$ cat config.mk
export PLATFORM = sky130hd
export DESIGN_NAME = io_request_arbiter
export DESIGN_NICKNAME = d
export VERILOG_FILES = /design/src/rtl/io_request_arbiter.sv
export SDC_FILE = /design/constraint.sdc
export NUM_CORES = 1
export LEC_CHECK = 0
export CORE_ASPECT_RATIO = 1.75
export CORE_MARGIN = 2
export CORE_UTILIZATION = 44
export CTS_CLUSTER_DIAMETER = 200
export DETAILED_ROUTE_END_ITERATION = 10
export MAX_ROUTING_LAYER = met4
export PLACE_DENSITY = 0.8
export SYNTH_ARGS = -nofsm -noshare
export SYNTH_HDL_FRONTEND = slang
export SYNTH_SLANG_ARGS = --single-unit
$ cat constraint.sdc
create_clock -name clk -period 2 [get_ports clk]
set_input_delay 0.4 -clock clk [delete_from_list [all_inputs] [get_ports clk]]
set_output_delay 0.4 -clock clk [all_outputs]
set_load 0.05 [all_outputs]
$ cat src/rtl/io_request_arbiter.sv
// io_request_arbiter: holds one I/O request per core and serializes them round-robin onto a single register bus
module io_request_arbiter #(
    parameter int NUM_CORES        = 4,
    parameter int THREADS_PER_CORE = 4,
    localparam int TIDW = THREADS_PER_CORE > 1 ? $clog2(THREADS_PER_CORE) : 1,
    localparam int IW   = NUM_CORES > 1 ? $clog2(NUM_CORES) : 1
) (
    input  logic                 clk,
    input  logic                 reset_n,
    input  logic [NUM_CORES-1:0] ioreq_valid,
    input  logic [NUM_CORES-1:0] ioreq_store,
    input  logic [TIDW-1:0]      ioreq_thread_idx [NUM_CORES],
    input  logic [31:0]          ioreq_address [NUM_CORES],
    input  logic [31:0]          ioreq_value [NUM_CORES],
    output logic [NUM_CORES-1:0] ioreq_ready,
    output logic                 iorsp_valid,
    output logic [3:0]           iorsp_core,
    output logic [TIDW-1:0]      iorsp_thread_idx,
    output logic [31:0]          iorsp_read_value,
    output logic                 io_write_en,
    output logic                 io_read_en,
    output logic [31:0]          io_address,
    output logic [31:0]          io_write_data,
    input  logic [31:0]          io_read_data
);
    typedef enum logic [1:0] {IDLE, ISSUE, WAIT, RESPOND} state_t;

    localparam logic [IW:0] NC = (IW+1)'(NUM_CORES);

    state_t               state, state_next;
    logic [NUM_CORES-1:0] pending;
    logic [NUM_CORES-1:0] slot_store;
    logic [TIDW-1:0]      slot_tid [NUM_CORES];
    logic [31:0]          slot_addr [NUM_CORES];
    logic [31:0]          slot_value [NUM_CORES];
    logic [IW-1:0]        rr_ptr, grant, pick;
    logic [IW:0]          idx;
    logic                 start;

    assign ioreq_ready = ~pending;
    assign start       = state == IDLE && |pending;

    // first pending slot at or after rr_ptr; scanning downward lets the nearest one win
    always_comb begin
        pick = rr_ptr;
        idx  = '0;
        for (int k = NUM_CORES - 1; k >= 0; k--) begin
            idx  = {1'b0, rr_ptr} + (IW+1)'(k);
            idx  = idx >= NC ? idx - NC : idx;
            pick = pending[idx[IW-1:0]] ? idx[IW-1:0] : pick;
        end
    end

    // fixed four-phase transaction sequence, leaving IDLE only when something is pending
    always_comb begin
        state_next = state;
        case (state)
            IDLE:    state_next = |pending ? ISSUE : IDLE;
            ISSUE:   state_next = WAIT;
            WAIT:    state_next = RESPOND;
            RESPOND: state_next = IDLE;
            default: state_next = IDLE;
        endcase
    end

    // state register
    always_ff @(posedge clk or negedge reset_n) begin
        if (!reset_n) state <= IDLE;
        else          state <= state_next;
    end

    // request slots, grant/pointer bookkeeping, registered bus strobes and response
    always_ff @(posedge clk or negedge reset_n) begin
        if (!reset_n) begin
            pending          <= '0;
            slot_store       <= '0;
            rr_ptr           <= '0;
            grant            <= '0;
            io_write_en      <= 1'b0;
            io_read_en       <= 1'b0;
            io_address       <= '0;
            io_write_data    <= '0;
            iorsp_valid      <= 1'b0;
            iorsp_core       <= '0;
            iorsp_thread_idx <= '0;
            iorsp_read_value <= '0;
            for (int i = 0; i < NUM_CORES; i++) begin
                slot_tid[i]   <= '0;
                slot_addr[i]  <= '0;
                slot_value[i] <= '0;
            end
        end else begin
            for (int i = 0; i < NUM_CORES; i++) begin
                if (ioreq_valid[i] && !pending[i]) begin
                    pending[i]    <= 1'b1;
                    slot_store[i] <= ioreq_store[i];
                    slot_tid[i]   <= ioreq_thread_idx[i];
                    slot_addr[i]  <= ioreq_address[i];
                    slot_value[i] <= ioreq_value[i];
                end
            end
            io_write_en <= start && slot_store[pick];
            io_read_en  <= start && !slot_store[pick];
            if (start) begin
                grant         <= pick;
                io_address    <= slot_addr[pick];
                io_write_data <= slot_store[pick] ? slot_value[pick] : '0;
            end
            iorsp_valid <= state == WAIT;
            if (state == WAIT) begin
                iorsp_core       <= 4'(grant);
                iorsp_thread_idx <= slot_tid[grant];
                iorsp_read_value <= slot_store[grant] ? '0 : io_read_data;
            end
            if (state == RESPOND) begin
                pending[grant] <= 1'b0;
                rr_ptr         <= grant == IW'(NUM_CORES - 1) ? '0 : grant + 1'b1;
            end
        end
    end
endmodule
Yosys cells after proc, flatten, opt, wreduce, memory -nomap -nowiden

Cells that the tools add are included.

Register bits after elaboration: 381
Output and inout port bits: 109

Add/sub/neg operators: 8
Magnitude comparators: 13
Eq/ne operators: 4
Muxes and demuxes: 41
Bitwise operators: 5
Reductions and logical operators: 15

Operators by type and width:

| operator            | number |
|---|---|
| $mux 32             | 6 |
| $bmux 32 s2         | 2 |
| $mux 2              | 11 |
| $lt 2x3->1 const B  | 6 |
| $ge 3x3->1 const B  | 5 |
| $bmux 1 s2          | 6 |
| $mux 1              | 12 |
| $logic_and 1x1->1   | 8 |
| $not 4->4           | 2 |
| $pmux 2 s4          | 1 |
| $sub 2x1->2 const B | 4 |
| $add 2x2->3 const B | 2 |
| $eq 2x2->1 const B  | 3 |
| $not 2->3           | 2 |
| $logic_not 1->1     | 5 |
| $and 4x4->4         | 1 |
| $bmux 2 s2          | 1 |
| $mux 4              | 1 |
| $reduce_or 4->1     | 1 |
| $add 2x1->3 const B | 1 |
| $ge 2x3->1 const B  | 1 |
| $add 2x1->2 const B | 1 |
| $demux 1 s2         | 1 |
| $eq 2x1->1 const B  | 1 |
| other kinds (2)     | 2 |

Longest topological paths before layout

Gate-level depths: netlist of run 1.

Depth after elaboration: 14
Mapped depth: 7

Worst setup path before layout of run 1

OpenSTA, ideal clock, no wires.

Path type: register to register
Start: reg pending[1]
End: reg io_address[30]
Data arrival time: 2.270 ns
Slack: -0.395 ns
Cell stages (with the launch flop): 8
Cells stage by stage: dfrtp_1 -> inv_1 -> a22oi_1 -> o221ai_2 -> buf_6 -> buf_6 -> mux4_2 -> mux2_2

Longest elaborated chain between the ends: 10
Elaborated cells between the ends (all ways): 18

RTL lines:

| what                                       | line | RTL |
|---|---|---|
| start, declared                            | 31   | `logic [NUM_CORES-1:0] pending;` |
| start signal, assigned                     | 75   | `pending <= '0;` |
| start signal, assigned by index            | 95   | `pending[i] <= 1'b1;` |
| start signal, assigned by index            | 116  | `pending[grant] <= 1'b0;` |
| $bmux 1 s2                                 | 50   | `pick = pending[idx[IW-1:0]] ? idx[IW-1:0] : pick;` |
| $mux 1 (not written as such)               | 50   |  |
| $mux 2 (4 in a row)                        | 50   |  |
| $not 2->3 (not written as such)            | 106  | `io_address <= slot_addr[pick];` |
| $bmux 32 s2                                | 106  |  |
| $mux 32 (not written as such) (2 in a row) | 106  |  |
| end signal, assigned                       | 106  |  |
| end, declared                              | 22   | `output logic [31:0] io_address,` |

Parallel ways exist; a longest one is shown, timed or not. The select of a mux whose other input is x is not followed.
A chain may end at the register's enable or synchronous reset.

Final worst setup path of run 1

Start: reg pending[3]
End: reg io_write_data[27]

Longest elaborated chain between the ends: 11
Elaborated cells between the ends (all ways): 21

RTL lines:

| what                                       | line | RTL |
|---|---|---|
| $bmux 1 s2                                 | 50   |  |
| $mux 1 (not written as such)               | 50   |  |
| $mux 2 (4 in a row)                        | 50   |  |
| $not 2->3 (not written as such)            | 107  | `io_write_data <= slot_store[pick] ? slot_value[pick] : '0;` |
| $bmux 32 s2                                | 107  |  |
| $mux 32 (not written as such) (2 in a row) | 107  |  |
| $mux 32                                    | 107  |  |
| end signal, assigned                       | 107  |  |
| end, declared                              | 23   | `output logic [31:0] io_write_data,` |

Parallel ways exist; a longest one is shown, timed or not. The select of a mux whose other input is x is not followed.

==> results.sh, run 1 <==
export IMPL_slew_violations=0
export IMPL_fin_nets=2044
export IMPL_rsz0062_at_grt="true"
export IMPL_first_global_vias=12900
export IMPL_crit_path_end="io_write_data[27]"
export IMPL_cp_required_ns=2.43
export IMPL_multi_input_area_um2=5890
export IMPL_worstRegToRegCells=6
export IMPL_cap_violations=0
export IMPL_vias=11800
export IMPL_yosys_register_bits=381
export IMPL_pin_count=415
export IMPL_synth_cell_types=26
export IMPL_num_rows=92
export IMPL_floorplan_initialDensity_pct=44.7
export IMPL_power_leakage_nw=10.0
export IMPL_grt_use_total_pct=26.3
export IMPL_setup_viol=65
export IMPL_fillers=2763
export IMPL_die_h_um=257
export IMPL_max_vdd_ir_drop_v=0.000939
export IMPL_routabilityCongestion=0.905
export IMPL_yosys_area_share_simple_pct=5.08
export IMPL_r2r_setup_slack_ns=-0.19
export IMPL_ff_latch_area_um2=9540
export IMPL_netlist_instances=1283
export IMPL_syn_avg_cell_area_um2=12.6
export IMPL_synth_xor_area_share_pct=0
export IMPL_ant_nets=0
export IMPL_route_detailed_drc=0
export IMPL_p_per_area_nw_per_um2=1730
export IMPL_worst_slack_ns=-0.188
export IMPL_finalHoldViolations=0
export IMPL_cts_tree="done"
export IMPL_cp_end_kind="register"
export IMPL_status="finished with violations"
export IMPL_hp_class="input port to asynchronous set/reset pin"
export IMPL_fmax_mhz=457
export IMPL_arrival_ns=2.62
export IMPL_place_ws_ns=-0.246
export IMPL_relSlewSlack_pct=26.3
export IMPL_clk_path_buf_depth=3
export IMPL_dpl_hpwl_um=35800
export IMPL_muxShareOfSynthArea_pct=21.6
export IMPL_cts_sinks=381
export IMPL_core_area_um2=36100
export IMPL_grt_pass1_wl_um=74000
export IMPL_wl_per_cell_um=21.7
export IMPL_cts_inserted_buffers=37
export IMPL_wirelength_um=48700
export IMPL_drt_iter0_markers=638
export IMPL_die_area_um2=38300
export IMPL_antenna_found_initial=15
export IMPL_areaGrowthSynthToFinish_pct=40.6
export IMPL_timing_final_crit_share_pct=109
export IMPL_min_period_ns=2.19
export IMPL_clock_latency_ns=0.53
export IMPL_synth_top_family_by_area="multiplexers"
export IMPL_via_per_inst=5.27
export IMPL_violations="negative setup slack"
export IMPL_finClkSkew_ns=0.0142
export IMPL_crit_start="pending[3]"
export IMPL_synth_area_leader_cell="dfrtp_1"
export IMPL_synth_top_area_share_pct=59.1
export IMPL_grt_max_degree=62
export IMPL_cp_start_kind="register"
export IMPL_io_buffers=412
export IMPL_synth_compound_area_share_pct=7.96
export IMPL_fin_setup_tns_ns=-7.32
export IMPL_worstMarginPinSlew_ns=1.10
export IMPL_synth_edff_count=0
export IMPL_htreeDepth=2
export IMPL_r2r_end="io_write_data[27]"
export IMPL_rr_startpoint="pending[3]"
export IMPL_gr_total_overflow=0
export IMPL_synth_area_leaders="dfrtp_1 59%, mux2_2 12%, mux4_2 9.5%"
export IMPL_firstDrtPassIters=5
export IMPL_cts_root_buf="clkbuf_16"
export IMPL_crit_path_max_fanout=28
export IMPL_syn_area_um2=16100
export IMPL_yosysWarnings=0
export IMPL_ys_seq_area_share_pct=59.1
export IMPL_path_class="register to register"
export IMPL_clk_pin_slew_ns=0.07
export IMPL_drive_above_1_share_pct=25.2
export IMPL_synthFlopType="dfrtp_1"
export IMPL_async_flop_share_pct=100
export IMPL_synthAdderAreaFrac_pct=0.543
export IMPL_die_w_um=149
final cells by class:
class                           instances  area share (%)
Multi-Input combinational cell        676            26.0
Tap cell                              470            2.59
Clock inverter                         13           0.568
Inverter                              142            2.39
Timing Repair Buffer                  493            21.7
Antenna cell                           16           0.176
Sequential cell                       381            42.0
Clock buffer                           51            4.53
cell families (layout without fill, tap and decap cells):
kind of cell             after synthesis  count (layout)
adder cells (fa/ha/maj)                7               7
AND/OR/NAND/NOR                      213             213
buffers and inverters                227             699
flip-flops                           381             381
multiplexers                         242             242
AO/OA/AOI/OAI                        212             212
other                                  1              18
cell usage after synthesis, types with 3 or more instances:
| cell | instances |
|---|---|
| nand2_1 | 198 |
| o21ai_0 | 138 |
| o2bb2ai_1 | 32 |
| clkbuf_1 | 66 |
| ha_1 | 7 |
| mux2_2 | 174 |
| a21oi_1 | 4 |
| dfrtp_1 | 381 |
| buf_2 | 10 |
| buf_4 | 3 |
| nor2_1 | 7 |
| nor2b_1 | 6 |
| o31ai_1 | 32 |
| inv_1 | 141 |
| buf_6 | 6 |
| mux4_2 | 68 |
critical path, stage by stage (launching register included):
cell	delay, ns
dfrtp_2	0.47
a2bb2oi_2	0.19
o221ai_4	0.21
buf_12	0.18
mux4_2	0.55
buf_12	0.20
o31ai_1	0.26
power breakdown:
group | internal (mW) | switching, mW
logic | 9.10 | 10.3
clock network | 3.87 | 2.96
registers | 11.4 | 1.75
layout by cell type (no fill, tap or decap), types with 40 or more instances in the layout:
cell type	n
mux4_2	68
o21ai_0	135
buf_4	72
mux2_2	171
dlygate4sd2_1	82
inv_1	138
dfrtp_1	379
nand2_1	198
clkdlybuf4s50_1	304
clkbuf_16	40
per-layer routing:
metal / part of all wire (%) / vias up / wire length (um) / global-route usage [%]
met5: 0 / - / 0 / -
li1: - / 5283 / - / -
met3: 6.2 / 133 / 3010 / 5.12
met1: 34 / 5938 / 16800 / 28.3
met2: 54 / 459 / 26300 / 45.4
met4: 5.5 / 0 / 2660 / 13.9
stage by stage:
stage / hold slack (ns) / instance area (um2) / power (mW) / instances / util, %
finish: 0.398 / 22700 / 39.4 / 2242 / 62.8
floorplan: 0.104 / 16200 / 25.6 / 1284 / -
CTS: 0.388 / 22500 / 38.9 / 2219 / 62.2
global route: 0.418 / 22700 / 41.5 / 2241 / 62.8
global placement: 0.381 / 21300 / 31.1 / 2153 / 58.9
detailed placement: 0.375 / 21300 / 31.9 / 2153 / 58.9
repair_timing:
item                                   CTS  global route
setup buffers                            1             4
hold buffers                             1             0
setup endpoints to repair              148            67
pin swaps                                6             2
gates resized for setup                114            16
endpoints found under the hold margin   46             0
cloned                                   0             3
flip-flops by register name, summed over array words and instances, names as in the netlist, 2 cells and up:
signal / count
iorsp_read_value: 32
iorsp_core: 2
pending: 4
rr_ptr: 2
io_address: 32
slot_addr: 128
slot_value: 128
slot_tid: 8
slot_store: 4
io_write_data: 32
iorsp_thread_idx: 2
state: 2
grant: 2
worst min path at each step:
stage	cells past startpoint	slack, ns	startpoint	end
3_3_place_gp	1	0.38	reset_n	slot_addr[69]
4_1_cts	3	0.39	io_read_data[16]	iorsp_read_value[16]
2_1_floorplan	0	0.10	reset_n	grant[0]
6_report	2	0.40	reset_n	io_address[5]
5_1_grt	3	0.42	io_read_data[15]	iorsp_read_value[15]
3_5_place_dp	1	0.38	reset_n	io_address[5]
No activity file was read; power rests on OpenSTA's default activity.
==> run 2: changes to the inputs <==
--- a/config.mk
+++ b/config.mk
@@ -7,11 +7,12 @@
 export LEC_CHECK = 0
 export CORE_ASPECT_RATIO = 1.75
 export CORE_MARGIN = 2
-export CORE_UTILIZATION = 44
+export CORE_UTILIZATION = 57
 export CTS_CLUSTER_DIAMETER = 200
 export DETAILED_ROUTE_END_ITERATION = 10
+export DONT_BUFFER_PORTS = 1
 export MAX_ROUTING_LAYER = met4
-export PLACE_DENSITY = 0.8
+export PLACE_DENSITY = 0.79
 export SYNTH_ARGS = -nofsm -noshare
 export SYNTH_HDL_FRONTEND = slang
 export SYNTH_SLANG_ARGS = --single-unit
==> run 2 against run 1 <==
The flow finishes with violations (negative hold slack, negative setup slack). Critical path depth rose by 1. Sequential share of layout area rose by 6.2 points. Total power is 2.2% lower. Largest power group is now sequential cells.
==> results.sh, run 2 (synthesis gave the netlist of run 1 again) <==
export IMPL_clk_path_buf_depth=3
export IMPL_hold_buffers=109
export IMPL_via_per_inst=5.94
export IMPL_rsz0062_at_grt="true"
export IMPL_switching_power_mw=14.8
export IMPL_vias=10900
export IMPL_crit_path_max_fanout=34
export IMPL_critPathSlowestCell="dfrtp_2"
export IMPL_routabilityCongestion=0.867
export IMPL_cap_violations=0
export IMPL_fin_setup_tns_ns=-8.35
export IMPL_violations="negative hold slack, negative setup slack"
export IMPL_dpl_cell_area_um2=17000
export IMPL_path_class="register to register"
export IMPL_worstMarginPinSlew_ns=0.966
export IMPL_drt_iter0_markers=851
export IMPL_r2r_setup_slack_ns=-0.26
export IMPL_core_area_um2=27900
export IMPL_max_vdd_ir_drop_v=0.00127
export IMPL_power_leakage_nw=8.62
export IMPL_timing_final_crit_share_pct=113
export IMPL_pwr_share_clk_pct=18.2
export IMPL_cts_inserted_buffers=35
export IMPL_crit_top_cell="buf_12"
export IMPL_die_h_um=227
export IMPL_wl_per_cell_um=24.1
export IMPL_io_buffers=0
export IMPL_reg_largest_list="slot_addr (128), slot_value (128)"
export IMPL_finClkSkew_ns=0.0148
export IMPL_clock_latency_ns=0.52
export IMPL_die_w_um=131
export IMPL_setup_viol=65
export IMPL_relSlewSlack_pct=35.6
export IMPL_antenna_found_initial=14
export IMPL_cp_top_family="compound AO/OA/AOI/OAI gates"
export IMPL_finalHoldViolations=381
export IMPL_path_cells="buf_6 -> a22oi_2 -> o221ai_4 -> buf_12 -> mux4_2 -> buf_12 -> o31ai_1"
export IMPL_cts_sinks=381
export IMPL_htreeDepth=2
export IMPL_die_area_um2=29700
export IMPL_floorplan_initialDensity_pct=57.9
export IMPL_combPwrFrac_pct=39.7
export IMPL_cts_root_buf="clkbuf_16"
export IMPL_layout_common_cells="378 x dfrtp_1, 198 x nand2_1, 166 x mux2_2, 137 x inv_1, 135 x o21ai_0"
export IMPL_wirelength_um=44100
export IMPL_cp_buffers_inverters=3
export IMPL_first_global_vias=11900
export IMPL_num_rows=81
export IMPL_arrival_ns=2.66
export IMPL_status="finished with violations"
export IMPL_worst_path_largest_cell_delay_ns=0.46
export IMPL_areaGrowthSynthToFinish_pct=22.5
export IMPL_fmax_mhz=443
export IMPL_cp_end_kind="register"
export IMPL_route_detailed_drc=0
export IMPL_seqPwrFrac_pct=42.2
export IMPL_fin_nets=1731
export IMPL_firstDrtPassIters=5
export IMPL_hold_ws_ns=-0.412
export IMPL_worst_slack_ns=-0.256
export IMPL_p_int_mw=23.7
export IMPL_switching_share_pct=38.5
export IMPL_min_period_ns=2.26
export IMPL_grt_use_total_pct=29.9
export IMPL_final_common_cell="dfrtp_1"
export IMPL_cts_tree="done"
export IMPL_cp_required_ns=2.40
export IMPL_grt_max_degree=382
export IMPL_slew_violations=0
export IMPL_dpl_hpwl_um=27400
export IMPL_ant_nets=0
export IMPL_grt_pass1_wl_um=66400
export IMPL_pin_count=415
export IMPL_final_cell_area_um2=19800
export IMPL_hp_class="input port to asynchronous set/reset pin"
export IMPL_gr_total_overflow=0
export IMPL_cp_start_kind="register"
export IMPL_clk_pin_slew_ns=0.07
export IMPL_p_per_area_nw_per_um2=1950
export IMPL_drive_above_1_share_pct=29.2
==> run 2: cell count changes in the layout (fill, tap and decap cells not counted), sizes merged, moves of 2 or more <==
cell and delta:
clkbuf -5, buf -31, inv -2, dlygate4sd3 +108, dlygate4sd2 -82, clkinv -5, clkinvlp +7, clkdlybuf4s50 -304
==> run 2: path summary, 6_finish.rpt <==
kind / start / depth (start not counted) / to
worst max-delay path: pending[0] / 7 / io_write_data[16]
worst min-delay path: reset_n / 0 / slot_addr[69]
worst max register to register: pending[0] / 7 / io_write_data[16]
worst min register to register: slot_addr[51] / 1 / slot_addr[51]
max in group asynchronous: reset_n / 0 / io_address[30]
min in group clk: ioreq_value[61] / 2 / slot_value[61]
==> run 2: per-stage QoR <==
stage	util (%)	power, mW	setup slack [ns]	std cells	hold WS, ns
global placement	60.8	28.9	-0.204	1622	0.111
floorplan	-	25.6	-0.230	1284	0.104
global route	71.0	40.3	-0.300	1829	-0.457
finish	71.0	38.5	-0.256	1831	-0.412
detailed placement	60.8	29.6	-0.332	1622	0.112
CTS	70.0	37.6	-0.179	1804	-0.451
==> run 2: area by class of cell <==
type                       instances  area, um2
sequential                       381       9540
fill                            1731       8090
multi-input combinational        676       5960
timing repair buffer             182       2020
clock buffer                      48       1050
inverter                         142        547
tap                              373        467
clock inverter                    14        168
antenna                           15       37.5
==> run 2: what timing repair did <==
action                                  4_1_cts  5_1_grt
gates cloned                                  0        1
endpoints found under the setup margin       66       66
pin swaps                                     5        3
setup buffers                                11       11
hold endpoints to repair                    490      381
gates resized for setup                      29       29
==> run 2: metal layers <==
layer	vias to the layer above	global-route usage (%)	part of all wire (%)
met3	160	7.51	7.3
met5	-	-	0
met1	5514	32.5	35
met4	0	17.0	5.4
met2	562	50.4	53
li1	4639	-	-
==> run 2: power groups by stage <==
| stage | logic [mW] | registers, mW | clock network, mW |
|---|---|---|---|
| after floorplan | 10.2 | 15.5 | 0 |
| final | 15.3 | 16.2 | 6.99 |
| after global placement | 12.8 | 16.0 | 0 |
| after CTS | 14.4 | 16.1 | 7.10 |
| after detailed placement | 13.4 | 16.2 | 0 |
| after global routing | 16.3 | 16.5 | 7.44 |
==> run 3: changes to the inputs <==
--- a/config.mk
+++ b/config.mk
@@ -7,12 +7,13 @@
 export LEC_CHECK = 0
 export CORE_ASPECT_RATIO = 1.75
 export CORE_MARGIN = 2
-export CORE_UTILIZATION = 57
+export CORE_UTILIZATION = 63
 export CTS_CLUSTER_DIAMETER = 200
 export DETAILED_ROUTE_END_ITERATION = 10
 export DONT_BUFFER_PORTS = 1
 export MAX_ROUTING_LAYER = met4
-export PLACE_DENSITY = 0.79
+export PLACE_DENSITY = 0.83
+export SKIP_CTS_REPAIR_TIMING = 1
 export SYNTH_ARGS = -nofsm -noshare
 export SYNTH_HDL_FRONTEND = slang
 export SYNTH_SLANG_ARGS = --single-unit
==> constraint.sdc (replaced) <==
create_clock -name clk -period 2.4 [get_ports clk]
set_input_delay 0.48 -clock clk [delete_from_list [all_inputs] [get_ports clk]]
set_output_delay 0.48 -clock clk [all_outputs]
set_load 0.05 [all_outputs]
==> run 3 against run 2 <==
Sequential cell count stayed put. Global-route usage is 0.073 points higher. Setup slack better by 0.37 ns. Largest power group unchanged. Clock-buffer cell count increased by 1. Clock skew up 0.0092 ns. Register-to-register slack better by 0.37 ns. The flow finishes with violations (negative hold slack). Wire length decreased by 9.9%. Critical path type unchanged. Critical path depth unchanged. Worst hold slack gained 0.073 ns.
==> results.sh, run 3 (synthesis gave the netlist of run 1 again) <==
export IMPL_timing_final_crit_share_pct=95.2
export IMPL_violations="negative hold slack"
export IMPL_grt_pass1_wl_um=60200
export IMPL_max_vdd_ir_drop_v=0.00110
export IMPL_cts_tree="done"
export IMPL_finClkSkew_ns=0.0240
export IMPL_slew_violations=0
export IMPL_drt_iter0_markers=915
export IMPL_via_per_inst=6.22
export IMPL_pin_count=415
export IMPL_firstDrtPassIters=5
export IMPL_antenna_found_initial=15
export IMPL_dpl_hpwl_um=26300
export IMPL_layout_common_cells="381 x dfrtp_1, 198 x nand2_1, 174 x mux2_2, 141 x inv_1, 137 x o21ai_0"
export IMPL_hold_ws_ns=-0.340
export IMPL_multi_input_area_um2=5750
export IMPL_ff_latch_area_um2=9530
export IMPL_fin_setup_tns_ns=0
export IMPL_routabilityCongestion=0.901
export IMPL_crit_path_max_fanout=34
export IMPL_num_rows=77
export IMPL_min_period_ns=2.29
export IMPL_die_h_um=216
export IMPL_vias=10100
export IMPL_wl_per_cell_um=24.5
export IMPL_ant_nets=0
export IMPL_cap_violations=0
export IMPL_fmax_mhz=438
export IMPL_fin_nets=1582
export IMPL_die_area_um2=27000
export IMPL_reg_largest_list="slot_addr (128), slot_value (128)"
export IMPL_die_w_um=125
export IMPL_route_detailed_drc=0
export IMPL_grt_max_degree=382
export IMPL_first_global_vias=10900
export IMPL_wirelength_um=39800
export IMPL_cts_root_buf="clkbuf_16"
export IMPL_p_per_area_nw_per_um2=1680
export IMPL_arrival_ns=2.69
export IMPL_io_buffers=0
export IMPL_worstMarginPinSlew_ns=1.23
export IMPL_gr_total_overflow=0
export IMPL_path_class="register to register"
export IMPL_setup_viol=0
export IMPL_cts_sinks=381
export IMPL_status="finished with violations"
export IMPL_clk_path_buf_depth=3
export IMPL_worst_slack_ns=0.115
export IMPL_clk_pin_slew_ns=0.07
export IMPL_cp_end_kind="register"
export IMPL_drive_above_1_share_pct=26.2
export IMPL_cts_inserted_buffers=35
export IMPL_rsz0062_at_grt="false"
export IMPL_clock_latency_ns=0.53
export IMPL_core_area_um2=25200
export IMPL_cp_required_ns=2.81
export IMPL_hp_class="input port to asynchronous set/reset pin"
export IMPL_floorplan_initialDensity_pct=63.9
export IMPL_htreeDepth=2
export IMPL_place_ws_ns=0.0492
export IMPL_power_leakage_nw=7.82
export IMPL_fillers=1651
export IMPL_final_common_cell="dfrtp_1"
export IMPL_grt_use_total_pct=30.0
export IMPL_finalHoldViolations=381
export IMPL_cp_start_kind="register"
export IMPL_relSlewSlack_pct=17.7
export IMPL_areaGrowthSynthToFinish_pct=10.5
run 3: cell types whose count changed in the layout (fill, tap and decap cells not counted), sizes merged:
cell,change
buf,-40
bufinv,-1
clkbuf,+1
clkinv,+3
clkinvlp,-9
diode,+1
dlygate4sd3,-109
inv,+1
run 3: worst paths after layout:
kind	start	to	slack [ns]	depth (start not counted)
worst max-delay path	pending[0]	io_write_data[13]	0.11	7
worst min-delay path	reset_n	slot_addr[103]	-0.34	0
worst max register to register	pending[0]	io_write_data[13]	0.11	7
worst min register to register	slot_addr[43]	slot_addr[43]	0.50	1
max in group asynchronous	reset_n	slot_addr[107]	1.74	0
min in group clk	io_read_data[10]	iorsp_read_value[10]	0.07	2
run 3: worst max-delay path, cell delays in order (launching register included):
cell,delay (ns)
dfrtp_1,0.45
nor2_1,0.15
a2bb2oi_1,0.28
o221ai_4,0.15
buf_12,0.16
mux4_2,0.45
buf_12,0.19
o31ai_1,0.29
run 3: per-stage QoR:
step	hold WS, ns	util [%]	power, mW	cell area, um2	instances
finish	-0.340	70.7	29.9	17800	1621
global route	-0.367	70.7	31.4	17800	1621
CTS	-0.367	70.3	29.7	17700	1602
detailed placement	0.189	65.7	24.0	16600	1545
global placement	0.192	65.7	23.3	16600	1545
floorplan	0.184	-	21.2	16100	1284
run 3: area by class of cell:
cell class	instances	share of cell area, %
sequential	381	53.4
multi-input combinational	676	32.2
clock buffer	49	5.95
inverter	142	2.99
timing repair buffer	33	2.40
tap	316	2.22
clock inverter	8	0.568
antenna	16	0.224
run 3: power by group:
| group | internal (mW) | leakage (nW) | switching (mW) |
|---|---|---|---|
| clock network | 3.29 | 0.579 | 2.36 |
| logic | 5.62 | 2.57 | 5.07 |
| registers | 9.44 | 4.67 | 4.09 |
| total | 18.4 | 7.82 | 11.5 |
run 3: per-layer routing:
layer / routed length [um] / track usage, % / vias up
met2: 20300 / 47.3 / 489
li1: - / - / 4338
met3: 3140 / 7.64 / 140
met4: 2380 / 19.3 / 0
met1: 14000 / 34.2 / 5116
met5: 0 / - / -
